<file path="config.mk">
export PLATFORM = sky130hd
export DESIGN_NAME = frame_rr_scheduler
export DESIGN_NICKNAME = d
export VERILOG_FILES = /design/src/rtl/frame_rr_scheduler.sv
export SDC_FILE = /design/constraint.sdc
export NUM_CORES = 1
export LEC_CHECK = 0
export CORE_MARGIN = 4
export CORE_UTILIZATION = 30
export DETAILED_ROUTE_END_ITERATION = 8
export PLACE_DENSITY = 0.67
export SLEW_MARGIN = 20
export SYNTH_ARGS = -nofsm -noshare
export SYNTH_HDL_FRONTEND = slang
export SYNTH_SLANG_ARGS = --single-unit
</file>
<file path="constraint.sdc">
create_clock -name rdclk -period 4.1 [get_ports rdclk]
set_input_delay 0.82 -clock rdclk [delete_from_list [all_inputs] [get_ports rdclk]]
set_output_delay 0.82 -clock rdclk [all_outputs]
set_load 0.005 [all_outputs]
</file>
<file path="src/rtl/frame_rr_scheduler.sv">
// Round-robin frame scheduler: grants one channel FIFO holding >= FRAME_LEN words, drains one whole frame.
// Latency: rdreq in cycle t -> out_valid at t+2 at the earliest; 1 word/clk sustained while out_ready = 1.
// Backpressure: reads are credited against a 2-entry skid; rdreq drops as soon as skid + in-flight would overflow.
module frame_rr_scheduler #(
   parameter int NCH       = 4,
   parameter int DW        = 64,
   parameter int UW        = 13,
   parameter int FRAME_LEN = 128
) (
   input  logic                   rdclk,
   input  logic                   rst_n,
   input  logic [NCH*UW-1:0]      rdusedw,
   input  logic [NCH*DW-1:0]      q,
   output logic [NCH-1:0]         rdreq,
   input  logic                   out_ready,
   output logic                   out_valid,
   output logic [DW-1:0]          out_data,
   output logic [$clog2(NCH)-1:0] out_ch,
   output logic                   out_sof,
   output logic                   out_eof,
   output logic                   busy
);
   localparam int CHW = $clog2(NCH);
   localparam int CW  = $clog2(FRAME_LEN + 1);

   typedef enum logic [1:0] {IDLE, BURST, DRAIN} state_t;

   // One skid entry: word plus its channel tag and frame markers.
   typedef struct packed {
      logic [DW-1:0]  dat;
      logic [CHW-1:0] ch;
      logic           sof;
      logic           eof;
   } ent_t;

   state_t         state_q, state_d;
   logic [CHW-1:0] grant_q, grant_d;
   logic [CHW-1:0] rr_ptr_q, rr_ptr_d;
   logic [CW-1:0]  issue_cnt_q, issue_cnt_d;
   logic           infl_q, infl_d;
   logic           infl_sof_q, infl_sof_d;
   logic           infl_eof_q, infl_eof_d;
   ent_t           skid_q [2];
   ent_t           skid_d [2];
   logic           wr_ptr_q, wr_ptr_d;
   logic           rd_ptr_q, rd_ptr_d;
   logic [1:0]     occ_q, occ_d;

   logic           found;
   logic [CHW-1:0] pick;
   logic [1:0]     fill;
   logic           credit_ok;
   logic           push;
   logic           pop;
   ent_t           head;

   assign head      = skid_q[rd_ptr_q];
   assign out_valid = (occ_q != 2'd0);
   assign out_data  = head.dat;
   assign out_ch    = head.ch;
   assign out_sof   = head.sof;
   assign out_eof   = head.eof;
   assign busy      = (state_q != IDLE);
   assign pop       = out_valid && out_ready;
   assign push      = infl_q;

   // A read may issue only if the skid can hold every word already owed to it.
   assign fill      = occ_q + {1'b0, infl_q};
   assign credit_ok = (fill < 2'd2) || ((fill == 2'd2) && pop);

   // Round-robin search starting just after the last served channel.
   always_comb begin
      found = 1'b0;
      pick  = rr_ptr_q;
      for (int k = 1; k <= NCH; k++) begin
         if (!found && (rdusedw[((int'(rr_ptr_q) + k) % NCH)*UW +: UW] >= UW'(FRAME_LEN))) begin
            found = 1'b1;
            pick  = CHW'((int'(rr_ptr_q) + k) % NCH);
         end
      end
   end

   // Frame FSM: grant in IDLE, issue FRAME_LEN reads in BURST, wait for EOF acceptance in DRAIN.
   always_comb begin
      state_d     = state_q;
      grant_d     = grant_q;
      rr_ptr_d    = rr_ptr_q;
      issue_cnt_d = issue_cnt_q;
      rdreq       = '0;
      infl_d      = 1'b0;
      infl_sof_d  = 1'b0;
      infl_eof_d  = 1'b0;
      case (state_q)
         IDLE: begin
            if (found) begin
               grant_d     = pick;
               issue_cnt_d = '0;
               state_d     = BURST;
            end
         end
         BURST: begin
            if (credit_ok) begin
               rdreq[grant_q] = 1'b1;
               infl_d         = 1'b1;
               infl_sof_d     = (issue_cnt_q == '0);
               infl_eof_d     = (issue_cnt_q == CW'(FRAME_LEN - 1));
               issue_cnt_d    = issue_cnt_q + CW'(1);
               if (issue_cnt_q == CW'(FRAME_LEN - 1)) begin
                  state_d = DRAIN;
               end
            end
         end
         DRAIN: begin
            if (pop && head.eof) begin
               rr_ptr_d = grant_q;
               state_d  = IDLE;
            end
         end
         default: state_d = IDLE;
      endcase
   end

   // Skid: capture the word returned one cycle after rdreq, pop on handshake, both allowed together.
   always_comb begin
      skid_d   = skid_q;
      wr_ptr_d = wr_ptr_q;
      rd_ptr_d = rd_ptr_q;
      occ_d    = occ_q;
      if (push) begin
         skid_d[wr_ptr_q] = '{dat: q[grant_q*DW +: DW], ch: grant_q, sof: infl_sof_q, eof: infl_eof_q};
         wr_ptr_d         = ~wr_ptr_q;
      end
      if (pop) begin
         rd_ptr_d = ~rd_ptr_q;
      end
      case ({push, pop})
         2'b10:   occ_d = occ_q + 2'd1;
         2'b01:   occ_d = occ_q - 2'd1;
         default: occ_d = occ_q;
      endcase
   end

   // State registers; reset discards any partial frame and gives channel 0 first priority.
   always_ff @(posedge rdclk or negedge rst_n) begin
      if (!rst_n) begin
         state_q     <= IDLE;
         grant_q     <= '0;
         rr_ptr_q    <= CHW'(NCH - 1);
         issue_cnt_q <= '0;
         infl_q      <= 1'b0;
         infl_sof_q  <= 1'b0;
         infl_eof_q  <= 1'b0;
         skid_q      <= '{default: '0};
         wr_ptr_q    <= 1'b0;
         rd_ptr_q    <= 1'b0;
         occ_q       <= 2'd0;
      end else begin
         state_q     <= state_d;
         grant_q     <= grant_d;
         rr_ptr_q    <= rr_ptr_d;
         issue_cnt_q <= issue_cnt_d;
         infl_q      <= infl_d;
         infl_sof_q  <= infl_sof_d;
         infl_eof_q  <= infl_eof_d;
         skid_q      <= skid_d;
         wr_ptr_q    <= wr_ptr_d;
         rd_ptr_q    <= rd_ptr_d;
         occ_q       <= occ_d;
      end
   end

endmodule

</file>
# Word-level counts from Yosys, hierarchy flattened
# Index checks and enable logic that the tools add are counted.
[totals]
reg_bits = 157
in_bits = 311
out_inout_bits = 74
elab_cells = 122
[classes]
add_sub_neg = 8
multipliers = 4
magnitude_cmp = 10
eq_ne = 10
shift = 5
mux = 33
bitwise = 8
reduce_logical = 26
[ops]
columns = ["op", "n"]
rows = [
  ["$mux 68", 4],
  ["$shiftx 256x9->64", 1],
  ["$shiftx 52x8->13", 4],
  ["$bwmux 136", 1],
  ["$demux 68 s1", 1],
  ["$ge 13x8->1 const B", 4],
  ["$mul 3x5->8 const B", 4],
  ["$mux 2", 8],
  ["$mux 8", 2],
  ["$pmux 8 s2", 1],
  ["$mux 1", 11],
  ["$add 8x1->8 const B", 1],
  ["$eq 8x7->1 const B", 1],
  ["$logic_and 1x1->1", 8],
  ["$logic_not 8->1", 1],
  ["$mux 4", 2],
  ["$ne 2x2->1 const B", 4],
  ["$reduce_bool 2->1", 4],
  ["$reduce_or 2->1", 4],
  ["$add 2x1->2 const B", 3],
  ["$eq 2x2->1 const B", 3],
  ["$pmux 2 s3", 1],
  ["$add 2x2->2 const B", 2],
  ["$and 1x1->1 const A", 4],
  ["other kinds (18)", 25],
]

# Depth between registers and ports, before layout
[depth]
ltp_word = 18
depth_mapped = 13
depth_no_buf = 10

# Worst setup path before layout
# No wires, ideal clock.
[synth_timing]
path_kind = "reg-to-reg"
from = "register rr_ptr_q[1]"
to = "register grant_q[0]"
setup_time_ps = 125
arrival_time_ps = 3012
required_ps = 3975
setup_slack_ps = 962
path_stages_with_launch = 11
n_path_buf = 2
period_less_slack_ps = 3138
path_cell_list = "dfstp_2 > buf_4 > clkinv_1 > ha_1 > buf_2 > mux4_2 > o311ai_0 > o211ai_1 > nor4_4 > nor2_2 > mux2_4"
[synth_via]
elab_chain_cells = 17
word_cells_on_any_way = 39
classes_between = "add/sub (4); mul (4); order compare (4); shift (4); mux (8); bitwise (4); reduce/logical (11)"
[synth_rtl]
columns = ["element", "line_no", "rtl"]
rows = [
  ["from (decl)", "38", "logic [CHW-1:0] rr_ptr_q, rr_ptr_d;"],
  ["from (signal assigned)", "148", "rr_ptr_q <= CHW'(NCH - 1);"],
  ["from (signal assigned)", "160", "rr_ptr_q <= rr_ptr_d;"],
  ["$add 2x1->2", "76", "if (!found && (rdusedw[((int'(rr_ptr_q) + k) % NCH)*UW +: UW] >= UW'(FRAME_LEN))) begin"],
  ["$reduce_or 2->1 (no line)", "n/a", ""],
  ["$and 1x1->1 (no line)", "n/a", ""],
  ["$mul 3x5->8", "76", ""],
  ["$shiftx 52x8->13", "76", ""],
  ["$ge 13x8->1", "76", ""],
  ["$mux 1", "76", ""],
  ["$logic_not 1->1", "76", ""],
  ["$logic_and 1x1->1", "76", ""],
  ["$mux 1", "76", ""],
  ["$logic_not 1->1", "76", ""],
  ["$logic_and 1x1->1", "76", ""],
  ["$mux 1", "76", ""],
  ["$logic_not 1->1", "76", ""],
  ["$logic_and 1x1->1", "76", ""],
  ["$mux 1", "76", ""],
  ["$reduce_and 2->1 (no line)", "n/a", ""],
  ["to (signal assigned)", "159", "grant_q <= grant_d;"],
  ["to (decl)", "37", "logic [CHW-1:0] grant_q, grant_d;"],
]
# Parallel ways exist; a longest one is shown, timed or not.
# A chain may end at the register's enable or synchronous reset.

# Worst setup path in the final report
[layout_timing]
from = "input out_ready"
to = "output rdreq[2]"
[layout_via]
elab_chain_cells = 5
[layout_rtl]
columns = ["element", "line_no", "rtl"]
rows = [
  ["from (decl)", "15", "input logic out_ready,"],
  ["$logic_and 1x1->1", "64", "assign pop = out_valid && out_ready;"],
  ["$logic_and 1x1->1", "69", "assign credit_ok = (fill < 2'd2) || ((fill == 2'd2) && pop);"],
  ["$logic_or 1x1->1", "69", ""],
  ["$mux 4", "102", "if (credit_ok) begin"],
  ["$mux 4", "93", "case (state_q)"],
  ["to (decl)", "14", "output logic [NCH-1:0] rdreq,"],
]
# Every way passes these cells.

==> flow_summary.json <==
{
  "outcome": "completed",
  "clock_skew_ps": 12.8,
  "synth_area_leaders": "dfrtp_1 39%, mux2_2 23%, mux4_2 16%",
  "ys_warn_count": 0,
  "ys_seq_elements": 157,
  "arrival_ps": 2830,
  "drive_gt1_share_pct": 29.4,
  "synth_fp_nets": 1115,
  "synth_cells": 796,
  "synth_sequential_area_ratio_pct": 39.3,
  "seq_area_mm2": 0.00394,
  "pwr_density_cell_mw_per_mm2": 580,
  "grt_pass1_vias": 8831,
  "diodes": 0,
  "worst_pin_slew_ps": 1040,
  "cts_buffer_depth": 2,
  "dieArea_mm2": 0.0364,
  "fin_util_pct": 45.4,
  "postCtsHoldBufs": 0,
  "cts-htree-levels": 4,
  "synth_top_area_share_pct": 38.7,
  "synth_common_cells": "204 x mux2_2, 155 x dfrtp_1, 72 x mux4_2",
  "cts_resized": 0,
  "die_x_um": 191,
  "cp_max_fo": 6,
  "hp-class": "primary input to asynchronous set/reset pin",
  "synth_most_common_cell": "mux2_2",
  "hold_viol": 0,
  "dp_hpwl_mm": 24.5,
  "first_pass_iters": 5,
  "rows": 66,
  "ir_drop_mv": 0.331,
  "numCtsBuffers": 17,
  "cts_setup_buffers": 0,
  "finalCritPeriodShare_pct": 89.0,
  "viasPerCell": 5.24,
  "drtIter0Drc": 427,
  "synth_top_area_cell": "dfrtp_1",
  "max_cap_viol_count": 0,
  "dp_cells": 1571,
  "cts_tree": "built",
  "antenna_found_initial": 0,
  "routed_wl_mm": 32.5,
  "critical_path.endpoint_type": "output pin",
  "slew_headroom_pct": 30.8,
  "cp-start-kind": "primary input",
  "finalSetupTns_ps": 0,
  "final_net_count": 1467,
  "leakagePower_uw": 0.00558,
  "synthArstFlopShare_pct": 100,
  "place.gp.congestion": 0.822,
  "grt_usage_pct": 17.4,
  "synth_area_per_cell_um2": 12.6,
  "wl_per_cell_um": 20.3,
  "cts.sinks": 157,
  "grt_max_degree": 71,
  "synthDistinctLibCells": 63,
  "critPathKind": "primary input to output pin",
  "drtAntennaViolNets": 0,
  "io_pins": 385,
  "die_h_um": 191,
  "synthFlopType": "dfrtp_1",
  "clkTransAtPathRegs_ps": 70,
  "required_ps": 3280,
  "drt_drc_violations_left": 0,
  "initial_core_util_pct": 30.6,
  "final_cells": 1603,
  "synth_edf_count": 0,
  "overflow": 0,
  "multi_input_area_mm2": 0.00578,
  "area_growth_pct": 48.2,
  "synth_area_mm2": 0.0100,
  "setup_viol": 0,
  "slew_violations": 0,
  "rsz0062_at_grt": "false",
  "cts_root_buf": "clkbuf_16",
  "clock_latency_ps": 420,
  "via_count": 8407,
  "min_period_ps": 3650,
  "fillers": 2982,
  "port_buffers": 377,
  "fmax_mhz": 274,
  "core-area_mm2": 0.0327,
  "grt_pass1_wl_mm": 49.9
}
==> cell usage in the layout (no fill, tap or decap), drive strengths merged, types with 14 or more instances in the layout <==
master         netlist  final
clkdlybuf4s50        0    376
mux2               205    205
dfrtp              155    155
mux4                72     72
nor2                47     47
nor3                33     33
o21ai               22     22
clkbuf              31     22
nand2               19     19
a21oi               18     18
inv                 16     18
buf                 26     14
==> flip-flops by register name, summed over array words and instances, names as in the netlist <==
name         flops
skid_q         136
issue_cnt_q      8
grant_q          2
occ_q            2
rr_ptr_q         2
state_q          2
infl_eof_q       1
infl_q           1
infl_sof_q       1
rd_ptr_q         1
wr_ptr_q         1
==> worst paths after layout <==
kind | slack, ps | startpoint | to | depth (start not counted)
max in group asynchronous | 2850 | rst_n | skid_q[120] | 2
hold reg to reg | 500 | skid_q[48] | skid_q[48] | 1
min in group rdclk | 500 | skid_q[48] | skid_q[48] | 1
setup / recovery | 450 | out_ready | rdreq[2] | 10
hold / removal | 400 | rst_n | occ_q[1] | 1
setup reg to reg | 670 | rr_ptr_q[1] | issue_cnt_q[1] | 11
==> metrics by stage <==
step           instance area, um2  hold slack [ps]  total power, uW  setup slack (ps)
2_1_floorplan               10000              463             4980               962
3_3_place_gp                14200              481             7010               390
3_5_place_dp                14200              487             7100               438
4_1_cts                     14800              417             8740               412
5_1_grt                     14800              453             9160               230
6_report                    14800              398             8610               452
==> critical path, cell delays in order <==
cell             delay (ps)
clkdlybuf4s50_1         460
o21ai_0                 160
nor2_1                  130
nor2_1                  100
nor2_1                  140
nand2_1                  90
inv_1                   150
nand2_1                  80
nor2_1                  130
clkdlybuf4s50_1         560
==> cell type report <==
cell class / count / share of cell area, %
multi-input combinational: 564 / 38.9
sequential: 157 / 26.6
timing repair buffer: 390 / 26.3
tap: 442 / 3.73
clock buffer: 22 / 3.20
clock inverter: 10 / 0.877
inverter: 18 / 0.455
==> kinds of logic (layout without fill, tap and decap cells) <==
group                      count (synthesis)  in the layout  synth area share [%]
xor gates and xnor gates                  11             11                 0.962
and+or+nand+nor                          162            162                  8.78
DFF                                      157            157                  39.3
buffers and inverters                     75            440                  3.21
muxes                                    286            286                  40.2
AOI/OAI and AO/OA                         97             97                  6.61
adders and majority gates                  8              8                  1.00
==> routing by layer <==
| layer | vias to the layer above | track usage [%] | share of wire (%) |
|---|---|---|---|
| met5 | - | 0 | 0 |
| met4 | 0 | 4.23 | 1.6 |
| met3 | 32 | 4.16 | 7.5 |
| met2 | 352 | 30.6 | 50 |
| met1 | 4233 | 21.6 | 40 |
| li1 | 3790 | - | - |
==> report_power, final <==
| group | leakage (uW) | switching (uW) | total, uW | internal [uW] |
|---|---|---|---|---|
| Combinational | 0.00343 | 1560 | 4270 | 2710 |
| Clock | 0.000289 | 638 | 1590 | 956 |
| Sequential | 0.00185 | 438 | 2750 | 2310 |
No activity file was read; power rests on OpenSTA's default activity.
